--- src/rtl/bus_arbiter.sv ---
// Two-master, one-slave bus arbiter: the CPU instruction and data ports share one memory bus.
// Round-robin on ties, registered slave-side fields, and a watchdog that force-completes stalls.
module bus_arbiter #(
    parameter int TIMEOUT = 1024
) (
    input  logic        i_clock,
    input  logic        i_reset_n,
    input  logic        i_ibus_request,
    output logic        o_ibus_ready,
    input  logic [31:0] i_ibus_address,
    output logic [31:0] o_ibus_rdata,
    input  logic        i_dbus_rw,
    input  logic        i_dbus_request,
    output logic        o_dbus_ready,
    input  logic [31:0] i_dbus_address,
    input  logic [31:0] i_dbus_wdata,
    output logic [31:0] o_dbus_rdata,
    output logic        o_bus_rw,
    output logic        o_bus_request,
    input  logic        i_bus_ready,
    output logic [31:0] o_bus_address,
    output logic [31:0] o_bus_wdata,
    input  logic [31:0] i_bus_rdata,
    output logic        o_fault
);

    localparam int              CW      = (TIMEOUT > 1) ? $clog2(TIMEOUT) : 1;
    localparam bit              WD_EN   = (TIMEOUT > 0);
    localparam logic [CW-1:0]   WD_LAST = WD_EN ? CW'(TIMEOUT - 1) : '0;

    typedef enum logic [1:0] {
        IDLE,
        GRANT_I,
        GRANT_D
    } state_t;

    state_t          state;
    logic            last_grant_d;
    logic [CW-1:0]   wd_count;
    logic            timeout_hit;

    // The count equals (grant cycles so far - 1), so the forced completion lands
    // on the TIMEOUT-th cycle of the grant.
    always_comb begin
        timeout_hit = WD_EN && (state != IDLE) && !i_bus_ready && (wd_count == WD_LAST);
    end

    always_comb begin
        o_ibus_ready = (state == GRANT_I) && (i_bus_ready || timeout_hit);
        o_dbus_ready = (state == GRANT_D) && (i_bus_ready || timeout_hit);
        o_ibus_rdata = ((state == GRANT_I) && timeout_hit) ? 32'h0 : i_bus_rdata;
        o_dbus_rdata = ((state == GRANT_D) && timeout_hit) ? 32'h0 : i_bus_rdata;
    end

    always_ff @(posedge i_clock or negedge i_reset_n) begin
        if (!i_reset_n) begin
            state         <= IDLE;
            last_grant_d  <= 1'b1;
            wd_count      <= '0;
            o_bus_request <= 1'b0;
            o_bus_rw      <= 1'b0;
            o_bus_address <= 32'h0;
            o_bus_wdata   <= 32'h0;
            o_fault       <= 1'b0;
        end else begin
            case (state)
                IDLE: begin
                    // On a tie the master that was not served last wins.
                    if (i_ibus_request && (!i_dbus_request || last_grant_d)) begin
                        state         <= GRANT_I;
                        o_bus_address <= i_ibus_address;
                        o_bus_rw      <= 1'b0;
                        o_bus_request <= 1'b1;
                        last_grant_d  <= 1'b0;
                        wd_count      <= '0;
                    end else if (i_dbus_request) begin
                        state         <= GRANT_D;
                        o_bus_address <= i_dbus_address;
                        o_bus_rw      <= i_dbus_rw;
                        o_bus_wdata   <= i_dbus_wdata;
                        o_bus_request <= 1'b1;
                        last_grant_d  <= 1'b1;
                        wd_count      <= '0;
                    end
                end
                GRANT_I, GRANT_D: begin
                    if (i_bus_ready || timeout_hit) begin
                        o_bus_request <= 1'b0;
                        state         <= IDLE;
                        if (timeout_hit) begin
                            o_fault <= 1'b1;
                        end
                    end else begin
                        wd_count <= wd_count + 1'b1;
                    end
                end
                default: begin
                    state         <= IDLE;
                    o_bus_request <= 1'b0;
                end
            endcase
        end
    end

endmodule

--- config.mk ---
export PLATFORM = sky130hd
export DESIGN_NAME = bus_arbiter
export DESIGN_NICKNAME = d
export VERILOG_FILES = /design/src/rtl/bus_arbiter.sv
export SDC_FILE = /design/constraint.sdc
export NUM_CORES = 1
export LEC_CHECK = 0
export ABC_AREA = 1
export BUFFER_PORTS_ARGS = -buffer_cell sky130_fd_sc_hd__buf_2
export CORE_ASPECT_RATIO = 0.5
export CORE_UTILIZATION = 30
export DETAILED_ROUTE_END_ITERATION = 10
export SYNTH_ARGS = -nofsm -noshare
export SYNTH_HDL_FRONTEND = slang
export SYNTH_SLANG_ARGS = --single-unit
--- constraint.sdc ---
create_clock -name i_clock -period 3.75 [get_ports i_clock]
set_input_delay 0.1875 -clock i_clock [delete_from_list [all_inputs] [get_ports i_clock]]
set_output_delay 0.1875 -clock i_clock [all_outputs]
set_load 0.02 [all_outputs]
; ---- Yosys cells after proc, flatten, opt, wreduce, memory -nomap -nowiden
; Index checks and enable logic that the tools add are counted.
[op_classes]
n_addsub = 1
n_eq_ne = 6
mux = 19
bitwise = 1
reduce_logical = 21
[ops]
columns = cell, count
row1 = $mux W32, 4
row2 = $mux W10, 3
row3 = $pmux W10 S2, 1
row4 = $add A10 B1 Y10 const B, 1
row5 = $eq A10 B10 Y1 const B, 1
row6 = $reduce_and A3 Y1, 3
row7 = $logic_and A1 B1 Y1, 7
row8 = $mux W1, 6
row9 = $mux W2, 3
row10 = $reduce_bool A2 Y1, 3
row11 = $ne A2 B2 Y1 const B, 2
row12 = $pmux W2 S2, 1
row13 = $reduce_and A2 Y1, 2
row14 = $ne A3 B3 Y1 const B, 1
row15 = $eq A2 B1 Y1 const B, 1
row16 = $eq A2 B2 Y1 const B, 1
row17 = $logic_not A1 Y1, 2
row18 = $logic_not A2 Y1, 1
row19 = $logic_or A1 B1 Y1, 2
row20 = $pmux W1 S2, 1
row21 = $reduce_or A2 Y1, 1
row22 = $not A1 Y1, 1
[totals]
register_bits = 80
inputBits = 134
out_inout_bits = 133
word_cells = 56

; ---- Longest topological paths before layout
[depth]
ltp_word = 6
mapped_depth = 11
depth_no_buf = 10

; ---- Least setup slack after synthesis
; No wires, ideal clock.
[synth_timing]
path_type = reg2out
from = register wd_count[0]
to = output o_dbus_ready
arrival_ps = 1458
path_slack_ps = 2105
path_stages_with_launch = 8
n_path_buf = 0
cell_sequence = dfrtp_1 ha_1 nand2_1 nor2_1 nand3_2 inv_2 nor2_1 nor2_1
[synth_between]
elab_chain_len = 4
[synth_rtl]
columns = element, line
row1 = "start, declared", 39  ; logic [CW-1:0] wd_count;
row2 = "start signal, assigned", 94  ; wd_count <= wd_count + 1'b1;
row3 = $eq A10 B10 Y1, 45  ; timeout_hit = WD_EN && (state != IDLE) && !i_bus_ready && (wd_count == WD_LAST);
row4 = $logic_and A1 B1 Y1, 45
row5 = $logic_or A1 B1 Y1, 50  ; o_dbus_ready = (state == GRANT_D) && (i_bus_ready || timeout_hit);
row6 = $logic_and A1 B1 Y1, 50
row7 = "end, declared", 14  ; output logic o_dbus_ready,
; Every way passes these cells.

; ---- Worst setup path in the final report
[layout_timing]
from = register state[0]
to = register wd_count[1]
[layout_between]
elab_chain_len = 6
[layout_rtl]
columns = element, line
row1 = "start, declared", 37  ; state_t state;
row2 = "start signal, assigned", 57  ; state <= IDLE;
row3 = "start signal, assigned", 70  ; state <= GRANT_I;
row4 = "start signal, assigned", 77  ; state <= GRANT_D;
row5 = $reduce_bool A2 Y1, 45
row6 = $logic_and A1 B1 Y1 (2 in series), 45
row7 = $logic_or A1 B1 Y1, 87  ; if (i_bus_ready || timeout_hit) begin
row8 = $ne A2 B2 Y1 (no source line), --
row9 = $reduce_and A3 Y1 (no source line), --
; Parallel ways exist; a longest one is shown, timed or not.
; A chain may end at the register's enable or synchronous reset.

==> results.txt <==
----------------------------------------------------
[Worst hold path]
  Class of the tightest hold or removal check ... in2async

[STA]
  RSZ-0062 raised after global routing ... false
  Final setup violation count ... 0
  Worst setup margin ... around 1.3 ns
  Shortest clock period the worst path allows after layout ... between 2 and 2.5 ns
  Period utilisation layout ... 0.662
  Clock Skew ... around 0.0064 ns
  Max transition margin ... 0.306
  Final number of max-transition violations ... 0
  Measured slew at the worst slew-check pin ... between 1 and 1.5 ns
  Number of hold-slack violations in the final timing report ... 1
  Fmax ... 0.403 GHz
  Sum of negative setup slack ... 0 ns
  Hold slack ... -0.00471 ns

[Cells and area]
  Area added between synthesis and finish ... 40.5%
  Final antenna diode count ... 0
  Commonest cells after routing, fill and taps aside ... sky130_fd_sc_hd__buf_2, sky130_fd_sc_hd__nand2_1, sky130_fd_sc_hd__inv_1
  Most frequent standard cell in the layout excluding fill and tap cells ... sky130_fd_sc_hd__buf_2
  Fraction of layout cells with a size suffix above 1 ... 0.354
  Total number of nets in the final design ... 961

[Clock network]
  Clock tree root buffer cell ... sky130_fd_sc_hd__clkbuf_16
  Num Clock Sinks ... 80
  H-Tree Level Count ... 3
  Cells resized by post-CTS repair ... 0
  Hold-fix buffers at CTS ... 0
  Clock buffer count from CTS ... 9
  Insertion delay of the later-clocked pin in the worst-skew pair ... about 0.33 ns
  Post-CTS setup buffer count ... 0
  Clock transition at the register clock pins on the worst setup and hold paths after CTS ... ~0.060 ns
  TritonCTS clock tree ... done
  Clock buffer depth ... 2

[Detailed routing]
  Antenna-violating nets left ... 0
  Initial DRC Count ... around 250
  Total DRC errors in the routed layout ... 0
  Vias after detailed routing ... 4400
  Total routed wirelength ... between 10 and 15 mm
  Number of optimization iterations in the first detailed-route pass ... 4
  Drt wl/cell ... 13.0 µm
  Post-detailed-route via-to-cell ratio ... between 4 and 5

[Yosys]
  Post-synthesis compound-gate area fraction ... 0.0894
  Proportion of synthesized flip-flops having asynchronous set or reset ... 1.00
  Fraction of the yosys area taken by sequential cells ... 0.485
  Simple-gate portion of the synthesized area ... 0.287
  Xor and xnor fraction of the mapped netlist area ... 0.0127
  Most frequently used flop master after synthesis ... sky130_fd_sc_hd__dfrtp_1
  Synth Area in Adders ... 0.0121
  Mux share of post-synthesis cell area ... 0
  Syn. warnings ... 0
  Number of distinct library cells after synthesis ... 28
  Mean cell area of the mapped netlist ... 7.27 µm²
  Net count of the mapped netlist ... between 700 and 800
  Number of enable-type register cells in the synthesized netlist ... 0
  Total of flip-flops plus latches after synthesis ... 80
  Largest family of logic cells by synthesized area ... simple AND/OR/NAND/NOR gates
  Post-synthesis instance area ... 4130 µm²
  Gate Count Post-Synth ... ~570

[Place]
  GPL Wtd Cong ... approximately 0.8
  HPWL after detailed placement ... ~9.6 mm
  Post-Place Setup Slack ... between 1 and 1.5 ns
  Port Buf Inserts ... approximately 270

[Power]
  Sequential Power Share ... 0.338
  Net Sw Power ... a little under 2 mW
  Pwr Density ... around 740 nW/µm²
  Switching share of power ... 0.449
  Peak VDD IR ... between 0.2 and 0.3 mV
  Power share of the combinational group ... 0.480
  Part of the power in the clock network ... 0.181
  Internal Dissipation ... approximately 2.4 mW
  Leakage ... around 3.6 nW

[Run status]
  Violated checks ... hold timing
  Result of the run ... finished, violations left

[Critical path]
  R2r endpoint ... wd_count[1]
  Beginning of the worst register-to-register path ... state[0]
  Worst path most repeated cell ... sky130_fd_sc_hd__inv_1
  Count of buffering cells on the critical path with inverters included ... 4
  Class of the most critical setup path ... reg2reg
  Critical-path top delay cell ... sky130_fd_sc_hd__or2_0
  Signal arrival time at the worst endpoint ... 2.70 ns
  Worst setup path startpoint ... state[0]
  Critical Path Fanout Max ... 35
  Number of cells on the worst reg-to-reg path ... 9
  Category of cells accounting for the largest share of critical-path delay ... buffers and inverters
  Crit path launch type ... flip-flop
  WP depth ... 9
  Crit-path cells ... inv_1 > ha_1 > inv_1 > a21oi_4 > buf_4 > inv_2 > or2_0 > nand3_1 > nand2_1
  Maximum single-stage delay on the critical path ... about 0.51 ns
  Critical path capture point ... wd_count[1]
  Required time of the critical path ... 3.96 ns
  Category of the worst setup path capture point ... flip-flop
  Worst reg-to-reg setup slack ... ~1.3 ns

[Global routing]
  Aggregate global routing overflow ... 0
  Initial antenna violation count ... 0
  First-pass GRT wire length ... between 20 and 25 mm
  Number of global-route vias before repair ... slightly above 4000
  Maximum number of pins on one net before global-route repair ... 81
  Tot GR Track Use ... 0.178

[Job]
  Count of maximum capacitance violations ... 0

[Floorplanning]
  Starting density of the core ... 0.317
  Area enclosed by the die boundary ... around 14000 µm²
  Width of the die ... between 150 and 200 µm
  Top Ports ... about 270
  Core region area ... around 13000 µm²
  Total number of placement rows ... 29
  Die Ht ... ~85 µm

----------------------------------------------------
[synthesized netlist by cell type, types with 3 or more instances]
cell / instances / share of area
sky130_fd_sc_hd__a21oi_1: 64 / 0.078
sky130_fd_sc_hd__buf_1: 3 / 0.0027
sky130_fd_sc_hd__buf_4: 3 / 0.0055
sky130_fd_sc_hd__buf_6: 6 / 0.016
sky130_fd_sc_hd__clkbuf_1: 12 / 0.011
sky130_fd_sc_hd__dfrtp_1: 79 / 0.48
sky130_fd_sc_hd__ha_1: 4 / 0.012
sky130_fd_sc_hd__inv_1: 80 / 0.073
sky130_fd_sc_hd__inv_2: 3 / 0.0027
sky130_fd_sc_hd__nand2_1: 237 / 0.22
sky130_fd_sc_hd__nand3_1: 16 / 0.019
sky130_fd_sc_hd__nor2_1: 39 / 0.035
sky130_fd_sc_hd__xnor2_1: 4 / 0.0085
[state kept, by name, indices dropped and copies added (netlist names)]
name	flops
state	2
o_fault	1
last_grant_d	1
o_bus_request	1
o_bus_rw	1
wd_count	10
o_bus_wdata	32
o_bus_address	32
[power by group through the flow]
| stage | Clock [mW] | Sequential [mW] | Combinational [mW] |
|---|---|---|---|
| final | 0.778 | 1.45 | 2.06 |
| after global routing | 0.836 | 1.51 | 2.27 |
| after CTS | 0.804 | 1.46 | 2.08 |
| after detailed placement | 0 | 1.46 | 2.08 |
| after global placement | 0 | 1.46 | 2.06 |
| after floorplan | 0 | 1.90 | 0.907 |
[worst register-to-register path, cell delays in order (launching register included)]
cell and delay [ns]:
sky130_fd_sc_hd__dfrtp_1 0.39, sky130_fd_sc_hd__inv_1 0.09, sky130_fd_sc_hd__ha_1 0.17, sky130_fd_sc_hd__inv_1 0.08, sky130_fd_sc_hd__a21oi_4 0.12, sky130_fd_sc_hd__buf_4 0.36
sky130_fd_sc_hd__inv_2 0.37, sky130_fd_sc_hd__or2_0 0.52, sky130_fd_sc_hd__nand3_1 0.20, sky130_fd_sc_hd__nand2_1 0.06
[through the flow]
| step | hold WS [ns] | power (mW) | cells | util | instance area (µm²) |
|---|---|---|---|---|---|
| final | -0.00471 | 4.29 | 996 | 0.445 | 5800 |
| after global routing | 0.0449 | 4.61 | 996 | 0.445 | 5800 |
| after global placement | 0.383 | 3.52 | 982 | 0.426 | 5550 |
| after CTS | 0.0318 | 4.34 | 996 | 0.445 | 5800 |
| after detailed placement | 0.386 | 3.55 | 982 | 0.426 | 5550 |
| after floorplan | -0.108 | 2.81 | 568 | - | 4130 |
[metal layers]
layer | part of all wire | vias to the layer above | GRT usage
li1 | - | 2218 | -
met1 | 0.44 | 2041 | 0.230
met4 | 0.0081 | 0 | 0.0475
met3 | 0.055 | 9 | 0.0424
met5 | 0 | - | 0
met2 | 0.50 | 132 | 0.302
[area by class of cell]
class                      instances  area (µm²)
fill                            1371        7230
timing repair buffer             269        1360
inverter                          84         315
tap                              170         213
multi-input combinational        379        1660
sequential                        80        2000
clock inverter                     1        5.00
clock buffer                      13         250
[logic make-up (layout without fill, tap and decap cells)]
family                     Yosys count  in the layout
and+or+nand+nor                    300            300
DFF                                 80             80
adders and majority gates            4              4
xor gates and xnor gates             6              6
AOI/OAI and AO/OA                   69             69
buffers and inverters              109            367
[how the worst min path moves through the flow]
stage | startpoint | end | depth (start not counted)
2_1_floorplan | i_reset_n | o_bus_address[0] | 0
3_3_place_gp | i_dbus_wdata[14] | o_bus_wdata[14] | 3
3_5_place_dp | i_dbus_wdata[8] | o_bus_wdata[8] | 3
4_1_cts | i_dbus_wdata[4] | o_bus_wdata[4] | 3
5_1_grt | i_dbus_wdata[23] | o_bus_wdata[23] | 3
6_report | i_reset_n | o_bus_wdata[22] | 1
Power figures use the tool's default switching activity.
